File: config.mk
export PLATFORM = sky130hd
export DESIGN_NAME = yannickreiss_muldiv_seq
export DESIGN_NICKNAME = d
export VERILOG_FILES = /design/src/rtl/yannickreiss_muldiv_seq.sv
export SDC_FILE = /design/constraint.sdc
export NUM_CORES = 1
export LEC_CHECK = 0
export BUFFER_PORTS_ARGS = -buffer_cell sky130_fd_sc_hd__buf_2
export CELL_PAD_IN_SITES_DETAIL_PLACEMENT = 0
export CELL_PAD_IN_SITES_GLOBAL_PLACEMENT = 1
export CORE_MARGIN = 2
export CORE_UTILIZATION = 47
export DETAILED_ROUTE_END_ITERATION = 7
export GPL_TIMING_DRIVEN = 0
export HOLD_SLACK_MARGIN = 0.12
export PLACE_DENSITY_LB_ADDON = 0.1
export SYNTH_ARGS = -nofsm -noshare
export SYNTH_HDL_FRONTEND = slang
export SYNTH_SLANG_ARGS = --single-unit
File: constraint.sdc
create_clock -name clk -period 3.5 [get_ports clk]
set_input_delay 0.7 -clock clk [delete_from_list [all_inputs] [get_ports clk]]
set_output_delay 0.7 -clock clk [all_outputs]
set_load 0.05 [all_outputs]
File: src/rtl/yannickreiss_muldiv_seq.sv
// yannickreiss_muldiv_seq
// Sequential multiply/divide unit. One shift-add (multiply) or one
// restoring-subtract (divide) step per clock, with a start/busy/done
// handshake and a divide-by-zero flag.
//
// Optional feature macro: MULDIV_SIGNED_EN
//   defined   -> signed_op port exists; signed_op=1 treats a/b as two's
//                complement (magnitudes are iterated, sign fixed on DONE entry)
//   undefined -> unsigned only, no signed_op port
//
// Ports:
//   clk        rising-edge clock
//   reset      synchronous, active-high
//   start      request, accepted only in IDLE or DONE
//   op         0 = multiply, 1 = divide (latched with start)
//   a, b       operands (latched with start)
//   signed_op  signed operation select (MULDIV_SIGNED_EN only)
//   busy       high while iterating
//   done       one-cycle completion pulse
//   result     product, or {remainder, quotient} for divide
//   div_zero   last accepted divide had b == 0
module yannickreiss_muldiv_seq #(
    parameter int WIDTH = 4
) (
    input  logic               clk,
    input  logic               reset,
    input  logic               start,
    input  logic               op,
    input  logic [WIDTH-1:0]   a,
    input  logic [WIDTH-1:0]   b,
`ifdef MULDIV_SIGNED_EN
    input  logic               signed_op,
`endif
    output logic               busy,
    output logic               done,
    output logic [2*WIDTH-1:0] result,
    output logic               div_zero
);

    localparam int            CW   = $clog2(WIDTH);
    localparam logic [CW-1:0] LAST = CW'(WIDTH - 1);

    typedef enum logic [1:0] {
        IDLE = 2'd0,
        RUN  = 2'd1,
        DONE = 2'd2
    } state_t;

    state_t state_q, state_d;

    // Latched operation context
    logic               op_q;
    logic               neg_res_q;  // product / quotient must be negated
    logic               neg_rem_q;  // remainder must be negated
    logic [CW-1:0]      cnt_q;

    // Multiply datapath
    logic [2*WIDTH-1:0] acc_q;
    logic [2*WIDTH-1:0] mcand_q;
    logic [WIDTH-1:0]   mplier_q;

    // Divide datapath
    logic [WIDTH:0]     rem_q;
    logic [WIDTH-1:0]   quo_q;
    logic [WIDTH-1:0]   dvsr_q;

    // Control strobes from the FSM
    logic accept;
    logic dz;
    logic last_step;

    // ------------------------------------------------------------------
    // Operand sign handling
    // ------------------------------------------------------------------
    logic             sgn_a, sgn_b;
    logic [WIDTH-1:0] mag_a, mag_b;

`ifdef MULDIV_SIGNED_EN
    assign sgn_a = signed_op & a[WIDTH-1];
    assign sgn_b = signed_op & b[WIDTH-1];
`else
    assign sgn_a = 1'b0;
    assign sgn_b = 1'b0;
`endif

    // The most-negative value maps onto itself, which read unsigned is
    // exactly its magnitude, so no extra bit is needed.
    assign mag_a = sgn_a ? (~a + 1'b1) : a;
    assign mag_b = sgn_b ? (~b + 1'b1) : b;

    // ------------------------------------------------------------------
    // FSM
    // ------------------------------------------------------------------
    always_ff @(posedge clk) begin
        if (reset) begin
            state_q <= IDLE;
        end else begin
            state_q <= state_d;
        end
    end

    always_comb begin
        state_d   = state_q;
        accept    = 1'b0;
        dz        = 1'b0;
        last_step = 1'b0;
        case (state_q)
            IDLE, DONE: begin
                if (start) begin
                    accept = 1'b1;
                    // Divide by zero skips iteration entirely
                    if (op && (b == '0)) begin
                        dz      = 1'b1;
                        state_d = DONE;
                    end else begin
                        state_d = RUN;
                    end
                end else begin
                    state_d = IDLE;
                end
            end
            RUN: begin
                if (cnt_q == LAST) begin
                    last_step = 1'b1;
                    state_d   = DONE;
                end
            end
            default: state_d = IDLE;
        endcase
    end

    assign busy = (state_q == RUN);
    assign done = (state_q == DONE);

    // ------------------------------------------------------------------
    // One iteration step (both datapaths advance; op_q picks the answer)
    // ------------------------------------------------------------------
    logic [2*WIDTH-1:0] acc_step;
    logic [WIDTH:0]     rem_sh;
    logic [WIDTH:0]     rem_step;
    logic [WIDTH-1:0]   quo_step;
    logic               rem_ge;

    always_comb begin
        acc_step = acc_q + (mplier_q[0] ? mcand_q : '0);
        // Shift the next dividend bit into the partial remainder, then
        // keep the subtraction only if it does not go negative.
        rem_sh   = {rem_q[WIDTH-1:0], quo_q[WIDTH-1]};
        rem_ge   = (rem_sh >= {1'b0, dvsr_q});
        rem_step = rem_ge ? (rem_sh - {1'b0, dvsr_q}) : rem_sh;
        quo_step = {quo_q[WIDTH-2:0], rem_ge};
    end

    // After a restore step the remainder is below the divisor, so the top
    // bit of the partial remainder never carries into the next shift.
    logic unused_rem_msb;
    assign unused_rem_msb = rem_q[WIDTH];

    // ------------------------------------------------------------------
    // Sign correction applied on the RUN -> DONE transition
    // ------------------------------------------------------------------
    logic [2*WIDTH-1:0] prod_fix;
    logic [WIDTH-1:0]   q_fix;
    logic [WIDTH-1:0]   r_fix;
    logic [2*WIDTH-1:0] final_res;

    always_comb begin
        prod_fix  = neg_res_q ? (~acc_step + 1'b1) : acc_step;
        q_fix     = neg_res_q ? (~quo_step + 1'b1) : quo_step;
        r_fix     = neg_rem_q ? (~rem_step[WIDTH-1:0] + 1'b1) : rem_step[WIDTH-1:0];
        final_res = op_q ? {r_fix, q_fix} : prod_fix;
    end

    // ------------------------------------------------------------------
    // Datapath registers
    // ------------------------------------------------------------------
    always_ff @(posedge clk) begin
        if (reset) begin
            op_q      <= 1'b0;
            neg_res_q <= 1'b0;
            neg_rem_q <= 1'b0;
            cnt_q     <= '0;
            acc_q     <= '0;
            mcand_q   <= '0;
            mplier_q  <= '0;
            rem_q     <= '0;
            quo_q     <= '0;
            dvsr_q    <= '0;
            result    <= '0;
            div_zero  <= 1'b0;
        end else if (accept) begin
            op_q      <= op;
            neg_res_q <= sgn_a ^ sgn_b;
            neg_rem_q <= sgn_a;  // remainder follows the dividend
            cnt_q     <= '0;
            acc_q     <= '0;
            mcand_q   <= {{WIDTH{1'b0}}, mag_a};
            mplier_q  <= mag_b;
            rem_q     <= '0;
            quo_q     <= mag_a;
            dvsr_q    <= mag_b;
            div_zero  <= dz;
            // Divide by zero: quotient all ones, remainder is the raw dividend
            if (dz) begin
                result <= {a, {WIDTH{1'b1}}};
            end
        end else if (state_q == RUN) begin
            cnt_q    <= cnt_q + 1'b1;
            acc_q    <= acc_step;
            mcand_q  <= mcand_q << 1;
            mplier_q <= mplier_q >> 1;
            rem_q    <= rem_step;
            quo_q    <= quo_step;
            if (last_step) begin
                result <= final_res;
            end
        end
    end

endmodule

==> results of run 1 <==
==> final timing paths <==
| check | start | end | slack (ps) | cells after the start |
|---|---|---|---|---|
| worst min register to register | div_zero | div_zero | 460 | 2 |
| worst max register to register | mplier_q[0] | result[4] | 1050 | 10 |
| worst min-delay path | div_zero | div_zero | 460 | 2 |
| worst max-delay path | state_q[0] | busy | 880 | 4 |
==> critical path, stage by stage (launching register included) <==
cell      delay (ps)
dfxtp_1          410
nand2b_1         190
inv_2            230
buf_1            440
buf_2            360
==> cells by family (layout without fill, tap and decap cells) <==
group	after synthesis	in the layout	share of synthesized area, %
AND/OR/NAND/NOR	122	122	24.1
AO/OA/AOI/OAI	67	67	18.3
flip-flops	46	46	38.8
buffers and inverters	25	55	5.27
adder cells (fa/ha/maj)	14	14	8.00
XOR/XNOR	7	7	2.58
multiplexers	7	7	2.95
==> cells in the final DEF (no fill, tap or decap), drive strengths merged, types with 3 or more instances in the layout <==
master / Yosys / routed
nand2b: 4 / 4
nor3: 4 / 4
o21ai: 8 / 8
ha: 12 / 12
clkbuf: 13 / 18
and2: 7 / 7
inv: 10 / 10
xor2: 4 / 4
a211oi: 6 / 6
buf: 2 / 24
mux2i: 7 / 7
nor2b: 7 / 7
dfxtp: 46 / 46
a21oi: 24 / 24
a221oi: 3 / 3
nand2: 62 / 62
xnor2: 3 / 3
a31oi: 10 / 10
o21a: 4 / 4
nor2: 30 / 30
==> flip-flops by register name, indices dropped and copies added, names as in the netlist, 2 cells and up <==
| name | cells |
|---|---|
| mplier_q | 4 |
| acc_q | 8 |
| dvsr_q | 4 |
| rem_q | 4 |
| quo_q | 4 |
| mcand_q | 8 |
| result | 8 |
| cnt_q | 2 |
| state_q | 2 |
==> per-stage QoR <==
stage | std cells | util, %
floorplan | 288 | -
global placement | 377 | 53.7
detailed placement | 377 | 53.7
CTS | 385 | 56.0
global route | 385 | 56.0
finish | 385 | 56.0
==> power groups by stage <==
stage,clock network [mW],registers (mW),logic (mW)
after floorplan,0,0.571,0.137
after global placement,0,0.573,0.187
after detailed placement,0,0.573,0.188
after CTS,0.400,0.561,0.190
after global routing,0.422,0.564,0.207
final,0.394,0.561,0.187
==> area by class of cell <==
class,instances,area (um^2)
clock buffer,5,68.8
fill,484,2110
clock inverter,3,40.0
buffer,15,87.6
inverter,10,37.5
sequential,46,921
tap,67,83.8
timing repair buffer,22,110
multi-input combinational,217,1330
==> synth_stat cells (all sizes together), types with 2 or more instances <==
cell type / instances
a211oi: 6
a21o: 2
a21oi: 24
a221oi: 3
a311oi: 2
a31oi: 10
and2: 7
buf: 2
clkbuf: 13
dfxtp: 46
fa: 2
ha: 12
inv: 10
mux2i: 7
nand2: 62
nand2b: 4
nor2: 30
nor2b: 7
nor3: 4
nor4: 2
o21a: 4
o21ai: 8
o31a: 2
o31ai: 2
or2: 2
xnor2: 3
xor2: 4
==> per-layer routing <==
layer | vias up | share of wire, %
li1 | 1040 | -
met1 | 940 | 49
met2 | 42 | 46
met3 | 2 | 4.1
met4 | 0 | 0.44
met5 | - | 0
==> flow_summary.json, run 1 <==
{
  "startpoint_type": "flip-flop",
  "antenna_found_initial": 0,
  "synth_area_mm2": 0.00238,
  "synth_cell_types": 47,
  "die_w_um": 75.1,
  "clkTransAtPathRegs_ps": 90,
  "setup_viol": 0,
  "drc": 0,
  "path_max_fanout": 10,
  "p_clk_share_pct": 34.5,
  "placed_area_mm2": 0.00257,
  "comb_power_share_pct": 16.4,
  "core_mm2": 0.00479,
  "die_h_um": 75.1,
  "rsz0062_at_grt": "no",
  "place.gp.congestion": 0.810,
  "grtUsageMet3_pct": 2.81,
  "met1_usage_pct": 33.2,
  "postCtsResizedCells": 0,
  "antenna_left": 0,
  "port_buffers": 22,
  "cp.arrival_ps": 1920,
  "design_area_mm2": 0.00268,
  "seqPwrFrac_pct": 49.1,
  "fin_nets": 343,
  "grt.busiest_layer": "met2",
  "switching_share_pct": 28.0,
  "hold_ws_ps": 458,
  "ir_drop_mv": 0.242,
  "fin_crit_ps": 2620,
  "synthTopCellsByArea": "dfxtp_1 39%, nand2_1 9.3%, ha_1 6.3%, a21oi_1 5.1%, nor2_1 4.6%",
  "fin_skew_ps": 8.45,
  "start_util_pct": 49.6,
  "setup_slack_ps": 878,
  "min_path_type": "flip-flop to flip-flop",
  "yosysSeqAreaShare_pct": 38.8,
  "synthArstFlopShare_pct": 0,
  "synth.avg_cell_area_um2": 8.25,
  "drv_slew": 0,
  "vias_per_cell": 5.26,
  "cts_hold_buf": 0,
  "cp-end-kind": "primary output",
  "slew_headroom_pct": 65.8,
  "clock_path_buffers": 2,
  "clk_latency_ps": 290,
  "gr-usage-met2_pct": 35.8,
  "status": "complete, no violations",
  "clockRootBuffer": "clkbuf_8",
  "cts_setup_buffers": 0,
  "synth-seq-cells": 46,
  "post-dp-hpwl_um": 4340,
  "track_usage_pct": 22.7,
  "ys.flop_type": "dfxtp_1",
  "yosysTopAreaCellShare_pct": 38.8,
  "p_int_mw": 0.823,
  "grt_first_pass_wirelength_um": 9630,
  "timing.fmax_ghz": 0.381,
  "vias": 2024,
  "hold_viol_final": 0,
  "fin_crit_sh_pct": 74.9,
  "setup_tns_ps": 0,
  "die_area_mm2": 0.00564,
  "syn_inst": 288,
  "leakagePower_nw": 1.10,
  "drt_iter0_markers": 119,
  "cts_tree": "yes",
  "antenna_cells": 0,
  "cts_sinks": 46,
  "worstSetupPathType": "flip-flop to primary output",
  "grt_max_degree": 15,
  "htreeDepth": 2,
  "required_ps": 2800,
  "drtPass1Iterations": 5,
  "ys_warn_count": 0,
  "area_delta_synth_final_pct": 12.7,
  "finalPower_mw": 1.14,
  "p_switching_mw": 0.320,
  "postRouteWirelength_um": 5740,
  "power.density_mw_per_mm2": 426,
  "worst_pin_slew_ps": 513,
  "grt_pass1_vias": 1911,
  "drive_gt1_share_pct": 13.8,
  "rows": 25,
  "cts_buffers": 5,
  "wl_per_cell_um": 14.9,
  "io_pins": 23,
  "place_ws_ps": 1100,
  "overflow": 0,
  "cap_violations": 0,
  "syn-num-nets": 314,
  "yosysTopAreaCell": "dfxtp_1",
  "synth-edff-count": 0
}
No activity file was read; power rests on OpenSTA's default activity.
==> inputs of run 2 (changes only) <==
--- a/config.mk
+++ b/config.mk
@@ -9,7 +9,7 @@
 export CELL_PAD_IN_SITES_DETAIL_PLACEMENT = 0
 export CELL_PAD_IN_SITES_GLOBAL_PLACEMENT = 1
 export CORE_MARGIN = 2
-export CORE_UTILIZATION = 47
+export CORE_UTILIZATION = 40
 export DETAILED_ROUTE_END_ITERATION = 7
 export GPL_TIMING_DRIVEN = 0
 export HOLD_SLACK_MARGIN = 0.12
==> constraint.sdc (replaced) <==
create_clock -name clk -period 2.4 [get_ports clk]
set_input_delay 0.48 -clock clk [delete_from_list [all_inputs] [get_ports clk]]
set_output_delay 0.48 -clock clk [all_outputs]
set_load 0.05 [all_outputs]
==> run 2 against run 1 <==
  * Core utilization down 9.7 points
  * Critical path type is now flip-flop to flip-flop
  * Global-route usage down 2.5 points
  * Flip-flop and latch count unchanged
  * Total power up 40%
==> flow_summary.json, run 2 (synthesis results as in run 1) <==
{
  "status": "complete, no violations",
  "path_max_fanout": 8,
  "clk_latency_ps": 300,
  "port_buffers": 22,
  "drtPass1Iterations": 4,
  "cp-end-kind": "flip-flop",
  "power.density_mw_per_mm2": 596,
  "io_pins": 23,
  "crit_chain": "and2_1 -> ha_1 -> and2_4 -> a221oi_2 -> a21oi_1 -> o21a_1 -> o31ai_1 -> a221oi_1",
  "n_fill_cell": 636,
  "fin_crit_sh_pct": 93.5,
  "core_mm2": 0.00582,
  "clockRootBuffer": "clkbuf_8",
  "drv_slew": 0,
  "clkTransAtPathRegs_ps": 90,
  "m1WireLength_um": 3080,
  "cpPeakStageDelay_ps": 390,
  "grt_first_pass_wirelength_um": 9890,
  "grt_pass1_vias": 1955,
  "area_delta_synth_final_pct": 13.3,
  "grt_max_degree": 19,
  "antenna_found_initial": 0,
  "wl_per_cell_um": 15.1,
  "antenna_cells": 0,
  "cp.arrival_ps": 2420,
  "die_area_mm2": 0.00657,
  "timing.fmax_ghz": 0.446,
  "post-route-util_pct": 46.3,
  "cts_sinks": 46,
  "track_usage_pct": 20.2,
  "overflow": 0,
  "cp_slowest_cell": "dfxtp_4",
  "leakagePower_nw": 1.09,
  "setup_viol": 0,
  "multi_input_area_mm2": 0.00134,
  "ir_drop_mv": 0.246,
  "place.gp.congestion": 0.831,
  "cts_tree": "yes",
  "drc": 0,
  "htreeDepth": 2,
  "hold_viol_final": 0,
  "layout_commonest_cell": "nand2_1",
  "min_path_type": "primary input to flip-flop",
  "setup_tns_ps": 0,
  "fin_skew_ps": 8.94,
  "highest_layer": "met4",
  "postRouteWirelength_um": 5950,
  "rows": 28,
  "worst_pin_slew_ps": 547,
  "fin_nets": 343,
  "drive_gt1_share_pct": 15.4,
  "rsz0062_at_grt": "no",
  "vias_per_cell": 5.11,
  "reg.largest.list": "acc_q x8, mcand_q x8, result x8",
  "wl_met2_um": 2630,
  "post-dp-hpwl_um": 4530,
  "layout_common_cells": "59 x nand2_1, 45 x dfxtp_1, 29 x nor2_1",
  "vias": 2008,
  "slew_headroom_pct": 63.5,
  "worstSetupPathType": "flip-flop to flip-flop",
  "die_h_um": 81.1,
  "start_util_pct": 40.9,
  "antenna_left": 0,
  "required_ps": 2580,
  "cap_violations": 0,
  "clock_path_buffers": 2,
  "startpoint_type": "flip-flop",
  "drt_iter0_markers": 65,
  "cts_buffers": 5,
  "register_area_um2": 925,
  "die_w_um": 81.1,
  "routed-wl-met3_um": 196,
  "fin_crit_ps": 2240
}
[run 2: changes by cell type in the layout (fill, tap and decap cells not counted), sizes merged]
cell / previous run / this run
clkinvlp: 0 / 1
clkinv: 2 / 1
bufinv: 1 / 0
clkbuf: 18 / 19
[run 2: through the flow]
stage	setup slack (ps)	instances	instance area [um^2]	power, mW	hold WS, ps
after global placement	-59.3	385	2580	1.11	443
after CTS	67.8	392	2670	1.62	441
final	156	393	2690	1.60	446
after detailed placement	3.21	385	2580	1.11	451
after floorplan	411	288	2380	1.03	436
after global routing	14.4	393	2690	1.69	453
[run 2: layout make-up]
type	instances	area share, %
Clock inverter	2	0.465
Buffer	14	3.11
Clock buffer	6	3.07
Tap cell	75	3.49
Inverter	10	1.39
Sequential cell	46	34.4
Timing Repair Buffer	23	4.37
Multi-Input combinational cell	217	49.7
[run 2: power by group]
group / total [mW] / switching (mW) / internal [mW]
Clock: 0.512 / 0.280 / 0.232
Sequential: 0.819 / 0.0263 / 0.792
Combinational: 0.274 / 0.173 / 0.101
Total: 1.60 / 0.479 / 1.13
[run 2: worst paths after layout]
check	endpoint	startpoint	depth (start not counted)	slack (ps)
max reg2reg	result[7]	mplier_q[0]	8	160
max	result[7]	mplier_q[0]	8	160
min reg2reg	dvsr_q[3]	dvsr_q[3]	2	460
min	dvsr_q[1]	b[1]	3	450
[run 2: worst max-delay path: cells and delay by family, from the launching register on]
kind                     cells  cell delay (ps)
AND/OR/NAND/NOR              2              330
adder cells (fa/ha/maj)      1              320
AO/OA/AOI/OAI                5             1090
flip-flops                   1              390
[run 2: what timing repair did]
action,4_1_cts,5_1_grt
endpoints found under the hold margin,0,0
buffers inserted,0,1
setup endpoints to repair,4,3
hold buffers,0,0
pin swaps,0,1
resized for setup,1,4
[run 2: routing by layer]
layer  GRT usage (%)  vias up
li1                -     1050
met1            28.4      917
met2            31.9       36
met3            3.78        5
met4            5.08        0
met5               0        -
==> inputs of run 3 (changes only) <==
--- a/config.mk
+++ b/config.mk
@@ -5,11 +5,12 @@
 export SDC_FILE = /design/constraint.sdc
 export NUM_CORES = 1
 export LEC_CHECK = 0
+export ABC_AREA = 1
 export BUFFER_PORTS_ARGS = -buffer_cell sky130_fd_sc_hd__buf_2
 export CELL_PAD_IN_SITES_DETAIL_PLACEMENT = 0
 export CELL_PAD_IN_SITES_GLOBAL_PLACEMENT = 1
 export CORE_MARGIN = 2
-export CORE_UTILIZATION = 40
+export CORE_UTILIZATION = 39
 export DETAILED_ROUTE_END_ITERATION = 7
 export GPL_TIMING_DRIVEN = 0
 export HOLD_SLACK_MARGIN = 0.12
==> run 3 against run 2 <==
  * Sequential power is 0.9% higher
  * Wire length grew 4.6%
  * Critical path depth fell by 4
  * Area after synthesis up 8.3%
  * Sequential share of layout area is 2.2 points lower
  * Clock power decreased by 0.8%
  * Hold slack better by 0.56 ps
  * Clock skew up 6.6 ps
  * Critical path type is now flip-flop to primary output
==> flow_summary.json, run 3 <==
{
  "wl_per_cell_um": 13.5,
  "setup_viol": 0,
  "hold_viol_final": 0,
  "rsz0062_at_grt": "no",
  "syn_inst": 354,
  "cp-end-kind": "primary output",
  "cpPeakStageDelay_ps": 360,
  "drtPass1Iterations": 5,
  "ir_drop_mv": 0.278,
  "antenna_found_initial": 0,
  "synth_area_mm2": 0.00257,
  "cts_sinks": 46,
  "cts_tree": "yes",
  "io_pins": 23,
  "vias": 2224,
  "die_w_um": 85.2,
  "htreeDepth": 2,
  "clk_latency_ps": 320,
  "ys_top_cells_by_count": "103 x nand2_1, 53 x inv_1, 46 x dfxtp_1",
  "antenna_cells": 0,
  "postCtsResizedCells": 0,
  "synthTopCellsByArea": "dfxtp_1 36%, nand2_1 15%, inv_1 7.7%, ha_1 5.8%, a21oi_1 3.9%",
  "layout_common_cells": "103 x nand2_1, 53 x inv_1, 46 x dfxtp_1",
  "synth_cell_types": 35,
  "drc": 0,
  "synth-seq-cells": 46,
  "layout_commonest_cell": "nand2_1",
  "drt_iter0_markers": 113,
  "setup_tns_ps": 0,
  "cp.arrival_ps": 1630,
  "reg.largest.list": "acc_q x8, mcand_q x8, result x8",
  "register_area_um2": 921,
  "crit_chain": "inv_2 -> nor2_4 -> buf_2 -> buf_2",
  "core_mm2": 0.00635,
  "cp_slowest_cell": "dfxtp_1",
  "vias_per_cell": 4.83,
  "multi_input_area_mm2": 0.00134,
  "grt_max_degree": 17,
  "die_area_mm2": 0.00727,
  "die_h_um": 85.2,
  "synthArstFlopShare_pct": 0,
  "n_fill_cell": 687,
  "fin_nets": 408,
  "cap_violations": 0,
  "cts_setup_buffers": 0,
  "yosysMostFrequentCell": "nand2_1",
  "startpoint_type": "flip-flop",
  "clock_path_buffers": 2,
  "ys.flop_type": "dfxtp_1",
  "cp_common_cell": "buf_2",
  "drv_slew": 0,
  "timing.fmax_ghz": 0.474,
  "yosysTopAreaCellShare_pct": 35.8,
  "start_util_pct": 40.5,
  "yosysSeqAreaShare_pct": 35.8,
  "syn-num-nets": 380,
  "overflow": 0,
  "synth-edff-count": 0,
  "worstSetupPathType": "flip-flop to primary output",
  "fin_crit_sh_pct": 87.9,
  "clkTransAtPathRegs_ps": 90,
  "path_max_fanout": 10,
  "postRouteWirelength_um": 6220,
  "ys_warn_count": 0,
  "clockRootBuffer": "clkbuf_8",
  "slew_headroom_pct": 66.6,
  "status": "complete, no violations",
  "rows": 29,
  "grt_pass1_vias": 2148,
  "fin_skew_ps": 15.5,
  "leakagePower_nw": 1.46,
  "antenna_left": 0,
  "place.gp.congestion": 0.835,
  "power.density_mw_per_mm2": 590,
  "worst_pin_slew_ps": 501,
  "port_buffers": 21,
  "placed_area_mm2": 0.00278,
  "cts_hold_buf": 0,
  "synth.avg_cell_area_um2": 7.27,
  "track_usage_pct": 18.7,
  "required_ps": 1920,
  "min_path_type": "primary input to flip-flop",
  "post-dp-hpwl_um": 4850,
  "design_area_mm2": 0.00287,
  "area_delta_synth_final_pct": 11.4,
  "drive_gt1_share_pct": 18.5,
  "fin_crit_ps": 2110,
  "yosysTopAreaCell": "dfxtp_1",
  "cts_buffers": 5,
  "grt_first_pass_wirelength_um": 10600
}
-- run 3: changes by cell type in the layout (fill, tap and decap cells not counted), moves of 8 or more --
| cell | change |
|---|---|
| nand3_1 | +16 |
| nor2_1 | -16 |
| clkbuf_1 | -8 |
| nand2_1 | +44 |
| inv_1 | +44 |
-- run 3: kinds of logic (layout without fill, tap and decap cells) --
kind of cell             Yosys count  count (layout)  synth area share, %
buffers and inverters             71             100                 12.2
flip-flops                        46              46                 35.8
adder cells (fa/ha/maj)           14              14                 7.39
AND/OR/NAND/NOR                  152             152                 27.4
AO/OA/AOI/OAI                     67              67                 15.9
XOR/XNOR                           4               4                 1.36
-- run 3: metrics by stage --
stage	instances	power, mW	util [%]	worst slack [ps]	hold WS [ps]
floorplan	354	1.11	-	636	437
finish	460	1.69	45.2	290	447
detailed placement	452	1.20	43.7	333	461
CTS	460	1.71	45.2	273	445
global placement	452	1.20	43.7	330	452
global route	460	1.79	45.2	147	479
-- run 3: worst paths after layout --
check / slack (ps) / depth (start not counted) / endpoint / from
setup / recovery: 290 / 4 / busy / state_q[0]
setup reg to reg: 340 / 14 / result[6] / mplier_q[0]
hold reg to reg: 470 / 2 / mcand_q[7] / mcand_q[7]
hold / removal: 450 / 3 / op_q / op
-- run 3: final cells by class --
type | count | share of cell area [%]
multi-input cells | 237 | 46.7
flip-flops and latches | 46 | 32.1
inverters | 59 | 7.90
repair buffers | 21 | 3.66
well taps | 77 | 3.36
plain buffers | 12 | 3.01
clock buffers | 5 | 2.40
clock inverters | 3 | 0.829
-- run 3: power breakdown --
| part | internal (mW) | total (mW) | switching [mW] |
|---|---|---|---|
| clock network | 0.209 | 0.508 | 0.299 |
| registers | 0.802 | 0.826 | 0.0242 |
| logic | 0.116 | 0.356 | 0.240 |
-- run 3: worst max-delay path: cells and delay by family, from the launching register on --
family / cells / cell delay [ps]
simple gates: 1 / 250
buf+inv: 3 / 700
flops: 1 / 360
-- run 3: routing by layer --
metal	global-route usage, %	wire length, um	vias to the layer above
met3	3.70	217	7
met5	0	0	-
li1	-	-	1182
met4	4.91	74	0
met2	30.0	2860	34
met1	25.8	3070	1001
